<file path="config.mk">
export PLATFORM = sky130hd
export DESIGN_NAME = viterbi_core_arbiter
export DESIGN_NICKNAME = d
export VERILOG_FILES = /design/src/rtl/viterbi_core_arbiter.sv
export SDC_FILE = /design/constraint.sdc
export NUM_CORES = 1
export LEC_CHECK = 0
export CELL_PAD_IN_SITES_DETAIL_PLACEMENT = 1
export CELL_PAD_IN_SITES_GLOBAL_PLACEMENT = 2
export CORE_ASPECT_RATIO = 1.1
export CORE_MARGIN = 2
export CORE_UTILIZATION = 15
export DETAILED_ROUTE_END_ITERATION = 8
export PLACE_DENSITY_LB_ADDON = 0.1
export SKIP_CTS_REPAIR_TIMING = 1
export SLEW_MARGIN = 10
export SYNTH_ARGS = -nofsm -noshare
export SYNTH_HDL_FRONTEND = slang
export SYNTH_SLANG_ARGS = --single-unit
</file>
<file path="constraint.sdc">
create_clock -name ap_clk -period 3.6 [get_ports ap_clk]
set_clock_uncertainty 0.1 [all_clocks]
set_input_delay 0.54 -clock ap_clk [delete_from_list [all_inputs] [get_ports ap_clk]]
set_output_delay 0.54 -clock ap_clk [all_outputs]
set_load 0.1 [all_outputs]
</file>
<file path="src/rtl/viterbi_core_arbiter.sv">
// Round-robin, whole-packet sharing of one AXI-Stream decoder core; a tag FIFO steers core output
// back to the issuing requester. Define VITERBI_ARB_STATS_EN to add pkt_count / stall_cycles.
module viterbi_core_arbiter #(
  parameter int NUM_REQ   = 2,
  parameter int DATA_W    = 32,
  parameter int TAG_DEPTH = 8
) (
  input  logic                        ap_clk,
  input  logic                        ap_rst_n,
  input  logic [NUM_REQ*DATA_W-1:0]   s_req_tdata,
  input  logic [NUM_REQ-1:0]          s_req_tvalid,
  input  logic [NUM_REQ-1:0]          s_req_tlast,
  output logic [NUM_REQ-1:0]          s_req_tready,
  output logic [DATA_W-1:0]           core_in_TDATA,
  output logic                        core_in_TVALID,
  output logic                        core_in_TLAST,
  input  logic                        core_in_TREADY,
  input  logic [DATA_W-1:0]           core_out_TDATA,
  input  logic                        core_out_TVALID,
  input  logic                        core_out_TLAST,
  output logic                        core_out_TREADY,
  output logic [NUM_REQ*DATA_W-1:0]   m_rsp_tdata,
  output logic [NUM_REQ-1:0]          m_rsp_tvalid,
  output logic [NUM_REQ-1:0]          m_rsp_tlast,
  input  logic [NUM_REQ-1:0]          m_rsp_tready,
  output logic [$clog2(TAG_DEPTH):0]  outstanding,
  output logic                        err_orphan
`ifdef VITERBI_ARB_STATS_EN
  ,
  output logic [NUM_REQ*32-1:0]       pkt_count,
  output logic [31:0]                 stall_cycles
`endif
);
  localparam int GW = $clog2(NUM_REQ);
  localparam int PW = $clog2(TAG_DEPTH);
  localparam int CW = PW + 1;

  typedef enum logic {IDLE = 1'b0, BUSY = 1'b1} state_e;

  state_e                       state_q, state_d;
  logic [GW-1:0]                grant_q, grant_d, last_grant_q, last_grant_d;
  logic [TAG_DEPTH-1:0][GW-1:0] tag_mem_q, tag_mem_d;
  logic [PW-1:0]                wr_ptr_q, wr_ptr_d, rd_ptr_q, rd_ptr_d;
  logic [CW-1:0]                cnt_q, cnt_d;
  logic                         err_orphan_q, err_orphan_d;

  logic          fifo_full, fifo_empty, push, pop, in_last_hs, arb_found;
  logic [GW-1:0] arb_lane, head;

  assign fifo_full  = (cnt_q == CW'(TAG_DEPTH));
  assign fifo_empty = (cnt_q == '0);
  assign head       = tag_mem_q[rd_ptr_q];
  assign in_last_hs = (state_q == BUSY) && core_in_TVALID && core_in_TREADY && core_in_TLAST;
  assign push       = (state_q == IDLE) && arb_found && !fifo_full;
  assign pop        = !fifo_empty && core_out_TVALID && core_out_TREADY && core_out_TLAST;

  // Scan starts one past the lane that most recently finished a packet.
  always_comb begin
    int idx;
    idx       = 0;
    arb_found = 1'b0;
    arb_lane  = '0;
    for (int k = 1; k <= NUM_REQ; k++) begin
      idx = int'(last_grant_q) + k;
      if (idx >= NUM_REQ) idx = idx - NUM_REQ;
      if (!arb_found && s_req_tvalid[idx]) begin
        arb_found = 1'b1;
        arb_lane  = GW'(idx);
      end
    end
  end

  always_ff @(posedge ap_clk) begin
    if (!ap_rst_n) begin
      state_q      <= IDLE;
      grant_q      <= '0;
      last_grant_q <= GW'(NUM_REQ - 1);
      tag_mem_q    <= '0;
      wr_ptr_q     <= '0;
      rd_ptr_q     <= '0;
      cnt_q        <= '0;
      err_orphan_q <= 1'b0;
    end else begin
      state_q      <= state_d;
      grant_q      <= grant_d;
      last_grant_q <= last_grant_d;
      tag_mem_q    <= tag_mem_d;
      wr_ptr_q     <= wr_ptr_d;
      rd_ptr_q     <= rd_ptr_d;
      cnt_q        <= cnt_d;
      err_orphan_q <= err_orphan_d;
    end
  end

  always_comb begin
    state_d      = state_q;
    grant_d      = grant_q;
    last_grant_d = last_grant_q;
    case (state_q)
      IDLE: if (push) begin
        grant_d = arb_lane;
        state_d = BUSY;
      end
      BUSY: if (in_last_hs) begin
        last_grant_d = grant_q;
        state_d      = IDLE;
      end
      default: state_d = IDLE;
    endcase
  end

  always_comb begin
    tag_mem_d    = tag_mem_q;
    wr_ptr_d     = wr_ptr_q;
    rd_ptr_d     = rd_ptr_q;
    cnt_d        = cnt_q;
    err_orphan_d = err_orphan_q | (fifo_empty & core_out_TVALID);
    if (push) begin
      tag_mem_d[wr_ptr_q] = arb_lane;
      wr_ptr_d            = wr_ptr_q + PW'(1);
    end
    if (pop) rd_ptr_d = rd_ptr_q + PW'(1);
    case ({push, pop})
      2'b10:   cnt_d = cnt_q + CW'(1);
      2'b01:   cnt_d = cnt_q - CW'(1);
      default: cnt_d = cnt_q;
    endcase
  end

  // Granted lane passes straight through; ready is never a function of the same lane's valid.
  always_comb begin
    core_in_TDATA  = '0;
    core_in_TVALID = 1'b0;
    core_in_TLAST  = 1'b0;
    s_req_tready   = '0;
    if (state_q == BUSY) begin
      core_in_TDATA         = s_req_tdata[int'(grant_q)*DATA_W +: DATA_W];
      core_in_TVALID        = s_req_tvalid[grant_q];
      core_in_TLAST         = s_req_tlast[grant_q];
      s_req_tready[grant_q] = core_in_TREADY;
    end
  end

  assign core_out_TREADY = !fifo_empty && m_rsp_tready[head];

  for (genvar i = 0; i < NUM_REQ; i++) begin : g_rsp
    logic sel;
    assign sel                            = !fifo_empty && (head == GW'(i));
    assign m_rsp_tvalid[i]                = sel & core_out_TVALID;
    assign m_rsp_tlast[i]                 = sel & core_out_TLAST;
    assign m_rsp_tdata[i*DATA_W +: DATA_W] = sel ? core_out_TDATA : '0;
  end

  assign outstanding = cnt_q;
  assign err_orphan  = err_orphan_q;

`ifdef VITERBI_ARB_STATS_EN
  logic [NUM_REQ-1:0][31:0] pkt_count_q, pkt_count_d;
  logic [31:0]              stall_cycles_q, stall_cycles_d;

  always_comb begin
    pkt_count_d    = pkt_count_q;
    stall_cycles_d = stall_cycles_q;
    if (in_last_hs) pkt_count_d[grant_q] = pkt_count_q[grant_q] + 32'd1;
    if ((state_q == IDLE) && (|s_req_tvalid) && fifo_full && (stall_cycles_q != '1))
      stall_cycles_d = stall_cycles_q + 32'd1;
  end

  always_ff @(posedge ap_clk) begin
    if (!ap_rst_n) begin
      pkt_count_q    <= '0;
      stall_cycles_q <= '0;
    end else begin
      pkt_count_q    <= pkt_count_d;
      stall_cycles_q <= stall_cycles_d;
    end
  end

  assign pkt_count    = pkt_count_q;
  assign stall_cycles = stall_cycles_q;
`endif

endmodule

</file>
==> Flow_metrics.wiki <==
{| class="wikitable"
! Metric !! Value
|-
| Origin of the critical flop-to-flop path || rd_ptr_q[0]
|-
| # H-tree levels || 1
|-
| Chip Height || 134 microns
|-
| Fill cell total of the finished layout || 1738
|-
| Share of cells above drive strength 1 || 0.254
|-
| Final total negative setup slack || 0 ns
|-
| Number of enable-type register cells in the synthesized netlist || 0
|-
| CP peak stage delay || 0.52 ns
|-
| Clock tree buffer depth || 2
|-
| Worst-case register-to-register setup slack || 0.44 ns
|-
| Largest net degree at the start of global routing || 38
|-
| IO Count || 217
|-
| Worst skew pair latency || 0.26 ns
|-
| Total length of routed wires || 9730 microns
|-
| Worst path slowest cell || sky130_fd_sc_hd__dfxtp_1
|-
| Simple logic cell fraction of the synthesized area || 0.432
|-
| Cell area reported after detailed placement || 0.00484 sq mm
|-
| Via density per instance || 4.03
|-
| Hold path start || err_orphan
|-
| Final Critical Period || 3.16 ns
|-
| Run status || complete, no violations
|-
| Vias in the first global route || 2988
|-
| Post-synthesis cell count || 284
|-
| Total number of clock tree sinks || 22
|-
| Die extent in x || 122 microns
|-
| Number of antenna violations at the first check in global routing || 0
|-
| Yosys reg bits || 22
|-
| Post-synth net total || 397
|-
| RSZ-0062 raised after global routing || false
|-
| Count of input and output buffers || 216
|-
| Post-synthesis sequential area ratio || 0.193
|-
| Launching element of the worst setup path || rd_ptr_q[0]
|-
| Worst hold path cell count || 2
|-
| Placeable core area || 0.0150 sq mm
|-
| Fraction of synthesized cell area in xor and xnor cells || 0.0191
|-
| Proportion of register bits with asynchronous set or reset after synthesis || 0
|-
| Commonest cells after routing, fill and taps aside || sky130_fd_sc_hd__clkdlybuf4s50_1, sky130_fd_sc_hd__buf_4, sky130_fd_sc_hd__and2_1
|-
| Post-Place Cells || 682
|-
| Dominant combinational cell family by area after synthesis || simple AND/OR/NAND/NOR gates
|-
| Aggregate global routing overflow || 0
|-
| Die area || 0.0163 sq mm
|-
| Endpoint of the worst register-to-register path || outstanding[3]
|-
| Area of the multi-input gates || 0.00176 sq mm
|-
| Min setup slack post-route || 0.442 ns
|-
| Crit path launch type || register
|-
| Vias after detailed routing || 2760
|-
| Final net count || 604
|-
| Worst Tran Pin Value || 1.01 ns
|-
| Destination of the worst hold path || err_orphan
|-
| Clock-pin slew on the worst setup and hold paths || 0.06 ns
|-
| Gp weighted congestion || 0.691
|-
| CTS tree || done
|-
| Number of CTS-inserted buffers || 3
|-
| Number of hold-slack violations in the final timing report || 0
|-
| Maximum fanout count along the critical path || 7
|-
| Remaining antenna violation count after routing || 0
|-
| Final Hold Slack || 0.405 ns
|-
| Global-route wire length before repair || 15600 microns
|-
| Most common cell after layout, fill and taps aside || sky130_fd_sc_hd__clkdlybuf4s50_1
|-
| Synth Area in Compound Gates || 0.0498
|-
| Share of synthesized area spent on multiplexers || 0.228
|-
| Syn avg cell area || 8.05 sq um
|-
| # rows || 47
|-
| Part of the cycle the worst path needs || 0.877
|-
| Cell area after layout || 0.00492 sq mm
|-
| Final cell count without fillers || 685
|-
| Post-Synth Adder-Cell Area || 0.0361
|-
| P_leak || 1.99 nW
|-
| Final max-slew violation count || 0
|-
| Final setup fails || 0
|-
| Number of warnings issued by yosys || 0
|-
| Synth top area share || 0.228
|-
| Area occupied by registers || 442 sq um
|-
| Overall track demand over capacity in global routing || 0.117
|-
| Drc violations || 0
|-
| First-iteration detailed-routing DRC count || 40
|-
| Required time of the worst setup path || 3.68 ns
|-
| Max-cap check violation count || 0
|-
| Fmax || 317 MHz
|-
| Post-Syn Area || 0.00229 sq mm
|-
| Cell taking the most area after synthesis || sky130_fd_sc_hd__mux2i_1
|-
| Data arrival time of the critical path || 3.24 ns
|-
| Predominant post-synthesis flop cell || sky130_fd_sc_hd__dfxtp_1
|-
| CP Class || reg2reg
|-
| Setup slack after placement || 0.251 ns
|-
| Clock Tree Root || sky130_fd_sc_hd__clkbuf_16
|-
| Depth of the worst register-to-register path || 11
|-
| DR WL/cell || 14.2 microns
|-
| Top area cells in the synthesized netlist || sky130_fd_sc_hd__mux2i_1, sky130_fd_sc_hd__and2_1, sky130_fd_sc_hd__dfxtp_1, sky130_fd_sc_hd__nor2b_1, sky130_fd_sc_hd__ha_1
|-
| Detailed Place HPWL || 8120 microns
|-
| Count of unique library cells instantiated by Yosys || 35
|-
| First-pass iteration count of the detailed router || 3
|-
| Path category of the worst min-delay check || reg2reg
|-
| Endpoint kind of the worst setup timing path || register
|-
| IR drop worst, VDD || 0.000247 V
|-
| Crit path cell chain || mux2i_1, nand3b_1, nand3_1, mux2i_1, ha_1, ha_1, a21o_1, a21oi_1, xnor2_1, or3_1, a21boi_0
|-
| Final core utilization || 0.328
|-
| Final antenna diode count || 0
|-
| Initial Utilization || 0.153
|-
| Total Power || 2.33 mW
|-
| Rel. slew slack || 0.327
|-
| Power per cell area || 474 mW/mm^2
|-
| Relative area change from synthesis to final layout || 115%
|}
[how the worst max path moves through the flow]
stage / slack [ns] / endpoint
after global placement: 0.34 / outstanding[3]
after global routing: 0.14 / outstanding[3]
final: 0.44 / outstanding[3]
after detailed placement: 0.25 / outstanding[3]
after CTS: 0.09 / core_out_TREADY
after floorplan: 0.26 / outstanding[3]
[routing by layer]
metal / routed length (microns) / global-route usage
met3: 1430 / 0.0595
met1: 3850 / 0.130
met5: 0 / 0
met2: 4380 / 0.203
met4: 66 / 0.0230
[cells by family (layout without fill, tap and decap cells)]
logic type / after synthesis / in the layout
fa+ha+maj: 6 / 6
xor+xnor: 5 / 5
buf+inv: 24 / 229
mux: 52 / 52
flops: 22 / 22
compound gates: 15 / 15
simple gates: 160 / 160
[sequential cells by signal (all words and copies together) (netlist names)]
register,count
wr_ptr_q,3
err_orphan,1
rd_ptr_q,3
tag_mem_q,8
state_q,1
last_grant_q,1
outstanding,4
grant_q,1
[worst max-delay path: cells and delay by family (launching register included)]
kind	cells	cell delay [ns]
multiplexers	2	0.69
AND/OR/NAND/NOR	3	0.67
flip-flops	1	0.52
adder cells (fa/ha/maj)	2	0.52
AO/OA/AOI/OAI	3	0.50
XOR/XNOR	1	0.09
[layout make-up]
class                           count  area share
Sequential cell                    22      0.0898
Clock buffer                        3      0.0153
Inverter                            4     0.00356
Tap cell                          196      0.0498
Multi-Input combinational cell    238       0.358
Timing Repair Buffer              222       0.484
[where the power goes]
group | internal (mW) | total [mW] | switching, mW
combinational | 0.471 | 1.80 | 1.33
sequential | 0.261 | 0.292 | 0.0316
clock | 0.147 | 0.237 | 0.0906
[Yosys cell counts (2+ instances only)]
library cell,number
sky130_fd_sc_hd__nor4b_4,2
sky130_fd_sc_hd__nand2_1,16
sky130_fd_sc_hd__xnor2_1,4
sky130_fd_sc_hd__and2_1,73
sky130_fd_sc_hd__o21ai_0,3
sky130_fd_sc_hd__nor2b_1,45
sky130_fd_sc_hd__nand3_1,6
sky130_fd_sc_hd__inv_1,3
sky130_fd_sc_hd__a21boi_0,3
sky130_fd_sc_hd__dfxtp_1,22
sky130_fd_sc_hd__nand4b_1,3
sky130_fd_sc_hd__nor2_1,5
sky130_fd_sc_hd__mux2i_1,52
sky130_fd_sc_hd__buf_1,4
sky130_fd_sc_hd__buf_2,4
sky130_fd_sc_hd__clkbuf_1,12
sky130_fd_sc_hd__nand2b_1,2
sky130_fd_sc_hd__a21oi_1,3
sky130_fd_sc_hd__nor4_1,2
sky130_fd_sc_hd__ha_1,5
(Power assumes the default switching activity.)
